## src/rtl/controle_fechadura.sv

```systemverilog
// controle_fechadura: door-lock FSM (idle/open/lockout) with wrong-attempt counting and a shared hold timer
module controle_fechadura #(
  parameter int T_ABERTA   = 50_000_000,
  parameter int T_BLOQUEIO = 250_000_000,
  parameter int MAX_TENT   = 3
) (
  input  logic       clk,
  input  logic       rst_n,
  input  logic       senha_correta,
  input  logic       senha_errada,
  output logic       porta_aberta,
  output logic       bloqueado,
  output logic       alarme,
  output logic [1:0] tentativas,
  output logic [1:0] estado
);
  typedef enum logic [1:0] {OCIOSO = 2'b00, ABERTA = 2'b01, BLOQUEADO = 2'b10} estado_t;
  localparam int TMAX = (T_ABERTA > T_BLOQUEIO) ? T_ABERTA : T_BLOQUEIO;
  localparam int TW = $clog2(TMAX + 1);
  estado_t state_q, state_d;
  logic [TW-1:0] timer_q, timer_d;
  logic porta_q, porta_d, bloq_q, bloq_d, alarme_q, alarme_d;
  logic [1:0] tent_q, tent_d;
  always_ff @(posedge clk or negedge rst_n)
    if (!rst_n) begin
      state_q  <= OCIOSO;
      timer_q  <= '0;
      porta_q  <= 1'b0;
      bloq_q   <= 1'b0;
      alarme_q <= 1'b0;
      tent_q   <= 2'd0;
    end else begin
      state_q  <= state_d;
      timer_q  <= timer_d;
      porta_q  <= porta_d;
      bloq_q   <= bloq_d;
      alarme_q <= alarme_d;
      tent_q   <= tent_d;
    end
  // timer is loaded with hold-1 and the exit happens on the edge that sees zero,
  // so the output stays high for exactly the hold length
  always_comb begin
    state_d  = state_q;
    timer_d  = timer_q;
    porta_d  = 1'b0;
    bloq_d   = 1'b0;
    alarme_d = 1'b0;
    tent_d   = 2'd0;
    case (state_q)
      OCIOSO: begin
        tent_d = tent_q;
        if (senha_errada) begin
          if ({1'b0, tent_q} + 3'd1 == 3'(MAX_TENT)) begin
            state_d  = BLOQUEADO;
            bloq_d   = 1'b1;
            alarme_d = 1'b1;
            tent_d   = 2'd0;
            timer_d  = TW'(T_BLOQUEIO - 1);
          end else tent_d = tent_q + 2'd1;
        end else if (senha_correta) begin
          state_d = ABERTA;
          porta_d = 1'b1;
          tent_d  = 2'd0;
          timer_d = TW'(T_ABERTA - 1);
        end
      end
      ABERTA: begin
        state_d = (timer_q == '0) ? OCIOSO : ABERTA;
        porta_d = (timer_q != '0);
        timer_d = (timer_q == '0) ? '0 : timer_q - TW'(1);
      end
      BLOQUEADO: begin
        state_d = (timer_q == '0) ? OCIOSO : BLOQUEADO;
        bloq_d  = (timer_q != '0);
        timer_d = (timer_q == '0) ? '0 : timer_q - TW'(1);
      end
      default: begin
        state_d = OCIOSO;
        timer_d = '0;
      end
    endcase
  end
  assign porta_aberta = porta_q;
  assign bloqueado    = bloq_q;
  assign alarme       = alarme_q;
  assign tentativas   = tent_q;
  assign estado       = state_q;
endmodule

```

## config.mk

```make
export PLATFORM = sky130hd
export DESIGN_NAME = controle_fechadura
export DESIGN_NICKNAME = d
export VERILOG_FILES = /design/src/rtl/controle_fechadura.sv
export SDC_FILE = /design/constraint.sdc
export NUM_CORES = 1
export LEC_CHECK = 0
export ABC_AREA = 1
export CAP_MARGIN = 20
export CORE_MARGIN = 2
export CORE_UTILIZATION = 65
export DETAILED_ROUTE_END_ITERATION = 10
export PLACE_DENSITY = 0.86
export SLEW_MARGIN = 20
export SYNTH_ARGS = -nofsm -noshare
export SYNTH_HDL_FRONTEND = slang
export SYNTH_SLANG_ARGS = --single-unit
```

## constraint.sdc

```tcl
create_clock -name clk -period 3.9 [get_ports clk]
set_clock_uncertainty 0.05 [all_clocks]
set_input_delay 0.39 -clock clk [delete_from_list [all_inputs] [get_ports clk]]
set_output_delay 0.39 -clock clk [all_outputs]
set_load 0.05 [all_outputs]
```

## Word-level counts from Yosys, hierarchy flattened

Index checks and enable logic that the tools add are counted.

- Output and inout port bits: 7
- Input port bits: 4
- Register bits after elaboration: 35

- Reductions and logical operators: 5
- Muxes and demuxes: 22
- Equal/unequal tests: 5
- Add/sub/neg operators: 3

Operators by type and width:

| operator | count |
|---|---|
| $mux W28 | 4 |
| $pmux W28 S2 | 1 |
| $logic_not A28 Y1 | 1 |
| $reduce_bool A28 Y1 | 1 |
| $sub A28 B1 Y28 const B | 1 |
| $mux W2 | 8 |
| $mux W1 | 6 |
| $ne A3 B3 Y1 const B | 2 |
| $pmux W2 S3 | 1 |
| $pmux W1 S2 | 2 |
| $add A2 B1 Y3 const B | 1 |
| $eq A3 B2 Y1 const B | 1 |
| $add A2 B1 Y2 const B | 1 |
| $eq A2 B1 Y1 const B | 1 |
| $eq A2 B2 Y1 const B | 1 |
| $logic_not A2 Y1 | 1 |
| $reduce_and A2 Y1 | 1 |
| $reduce_or A2 Y1 | 1 |

## Depth between registers and ports, before layout

- Depth in word-level cells: 5
- Depth in mapped cells: 12
- Depth with buffers taken out: 12

## Worst setup path after synthesis

Ideal clock, no wire load.

- Path kind: reg2reg
- Start point: register state_q[0], in the netlist estado[0]
- End point: register timer_q[0]
- Period minus slack after synthesis: 1.998 ns
- Arrival: 1.883 ns
- Cell stages (with the launch flop): 11
- Slack: 1.902 ns
- Buffers on the path: 1
- Cell sequence: dfrtp_1 > inv_1 > ha_1 > inv_2 > nor2_1 > nand2_1 > o21ai_2 > nor2_1 > buf_2 > nand2_1 > nand2_1

- Longest elaborated chain between the ends: 3
- Elaborated cells between the ends (all ways): 8
- Classes of those cells: eq/ne: 4; mux: 1; reduce/logical: 3

Ends and longest elaborated chain:

| element | line | RTL |
|---|---|---|
| start: declaration | 20 | `estado_t state_q, state_d;` |
| start signal: assignment | 33 | `state_q <= state_d;` |
| $eq A2 B2 Y1, or another cell as far along | 49 | `case (state_q)` |
| $reduce_or A2 Y1 (no line) / $ne A3 B3 Y1 (equally long branches) | -- |  |
| $pmux W28 S2 / $reduce_and A2 Y1 (equally long branches) | -- |  |
| end signal: assignment | 34 | `timer_q <= timer_d;` |
| end: declaration | 21 | `logic [TW-1:0] timer_q, timer_d;` |

Parallel ways exist; a longest one is shown, timed or not.
A chain may end at the register's enable or synchronous reset.

## Worst setup path after layout

- Start point: register state_q[0], in the netlist estado[0]
- End point: register timer_q[10]

Same word-level chain as after synthesis.

==> results.cfg <==
[status]
status = completed

[global_route]
grt_antenna_before_repair = 0
groute.layer.met2.usage = 0.4632
grtUsageMet1 = 0.4035
grt_overflow = 0
grt_usage = 0.2977
grt_max_degree = 36
grt_first_pass_wirelength_mm = 9.273
busiest_layer = met2
grt_util_met3 = 0.05179
grt_pass1_vias = 2025

[sta]
relSlewSlack = 0.3208
tightest_slew_ns = 1.019
fin_crit_sh = 0.6646
rsz0062_at_grt = false
max_freq_mhz = 385.8
fin_ws_ns = 1.308
setup_violations = 0
hold_ws_ns = 0.05988
tns_ns = 0
period_needed_ns = 2.592
drv_slew = 0
hold_viol_final = 0

[clocking]
worst_skew_pair.late_latency_ns = 0.35
cts_resized = 0
clk_pin_slew_ns = 0.11
clock_sinks = 35
cts_buffers = 5
clk_path_buf_depth = 2
htree_levels = 2
clockRootBuffer = clkbuf_4
hold_buffers = 0
cts_tree = done
cts_setup_buffers = 0

[placement]
place_hpwl_mm = 3.896
placedCellCount = 387
finalWeightedCongestion = 0.8999
place_worst_setup_slack_ns = 1.162
portBuffers = 10
place_area_um2 = 2415

[worst_setup_path]
crit_arrival_ns = 2.79
crit_required_ns = 4.10
cp-startpoint = estado[0]
crit_path_start_kind = flip-flop
reg2reg_from = estado[0]
worstSetupEndpoint = timer_q[10]
timing.rr.end = timer_q[10]
r2r_cells = 9
rrSetupSlack_ns = 1.31
crit_path_max_fanout = 25
crit_path_end_kind = flip-flop
path_class = reg2reg

[route]
route.vias.total = 2149
initialDrtViolationCount = 184
drt-pass1-iter-count = 7
ant_nets = 0
wirelength_mm = 5.347
via_per_inst = 5.468
drt-wirelength-per-cell_um = 13.61
drc = 0

[floorplan]
rows = 21
start_util = 0.6815
core_area_um2 = 3363
dieArea_um2 = 4018
die_y_um = 63.39
ioPinCount = 11
die_w_um = 63.39

[logic_synthesis]
synth_edf_count = 0
synth_area_leaders = dfrtp_1, nand2_1, nor2_1, xor2_1, inv_1
ys_top_cells_by_count = nand2_1, nor2_1, dfrtp_1
yosysWarnings = 0
synth_top_area_cell = dfrtp_1
synth_top_cell_area_share = 0.3821
yosysMostFrequentCell = nand2_1
synthCells = 337
netlist_area_um2 = 2292
synth_nets = 346
synth_flop_cell = dfrtp_1
postSynthAreaPerCell_um2 = 6.802
seq_area_frac_synth = 0.3821
synth.ff_latch_count = 35
ys_async_sr_fraction = 1.000
yosysUniqueCellTypes = 26

[final_layout]
syn_to_final_growth_pct = 7.151
drive_above_1_share = 0.08069
n_antenna_cell = 0
utilization = 0.7303
fin_area_um2 = 2456
finalNonFillerCells = 393
nets = 357

[power]
swShare = 0.5388
power_density_nw_per_um2 = 880.0
p_leak_nw = 1.204
p_int_mw = 0.9969
power.switching_mw = 1.165
totalPowerFinal_mw = 2.161
clockPowerShare = 0.085
peakVddDrop_v = 0.0005148
pwr-share-comb = 0.594
pwr-share-seq = 0.322

[hold_path]
hold_path_class = in2async

[job]
maxCapViolations = 0
[placed cells by master (no fill, tap or decap)]
master	instances
nor2_4	2
nor3_1	2
xor2_1	10
clkdlybuf4s50_1	9
buf_4	1
inv_1	20
dfrtp_1	35
a21oi_1	4
xnor2_1	7
nand3_1	12
nor2_2	6
o21bai_1	2
inv_2	6
nand2_1	125
clkinv_1	1
a21boi_1	1
ha_1	5
nor2_1	52
o22ai_1	2
o21ai_2	1
clkbuf_1	1
buf_2	1
o21ai_1	15
clkbuf_4	5
nand4_1	12
nand2_2	6
o21ai_0	4
[power groups by stage]
stage,Combinational [mW],Clock [mW],Sequential (mW)
floorplan,0.919,0,0.746
global placement,1.24,0,0.693
detailed placement,1.26,0,0.696
CTS,1.28,0.184,0.689
global route,1.45,0.197,0.714
finish,1.28,0.183,0.695
[worst min path at each step]
stage / endpoint / depth (start not counted)
final: timer_q[19] / 1
after global routing: timer_q[24] / 1
after CTS: timer_q[24] / 1
after detailed placement: timer_q[25] / 1
after global placement: timer_q[26] / 2
after floorplan: alarme / 0
[critical path: stages (launching register included)]
cell,delay (ns)
dfrtp_1,0.43
inv_1,0.12
ha_1,0.19
nand2_1,0.17
o21ai_2,0.85
inv_2,0.23
nand2_2,0.18
nor3_1,0.05
o21ai_0,0.16
nor2_1,0.06
[state kept, by name, indices dropped and copies added, names as in the netlist]
register      flops
tentativas        2
porta_aberta      1
timer_q          28
alarme            1
bloqueado         1
estado            2
[per-layer routing]
layer	share of wire	up-vias	wire length, um
li1	-	1083	-
met1	0.45	947	2401
met3	0.084	21	447
met5	0	-	0
met2	0.44	98	2333
met4	0.031	0	164
[cell families (layout without fill, tap and decap cells)]
logic type      after synthesis  count (layout)  share of synthesized area
buf+inv                      34              44                    0.06058
flops                        35              35                     0.3821
compound gates               29              29                    0.06932
fa+ha+maj                     5               5                    0.02729
simple gates                217             217                     0.3957
xor+xnor                     17              17                    0.06496
[cell type report]
class	count	area, um^2
fillers	315	907.1
multi-input cells	268	1277
clock buffers	6	41.29
flip-flops and latches	35	875.8
well taps	46	57.56
inverters	27	101.3
repair buffers	11	102.6
Note: power is estimated with default switching activity, not from simulation.
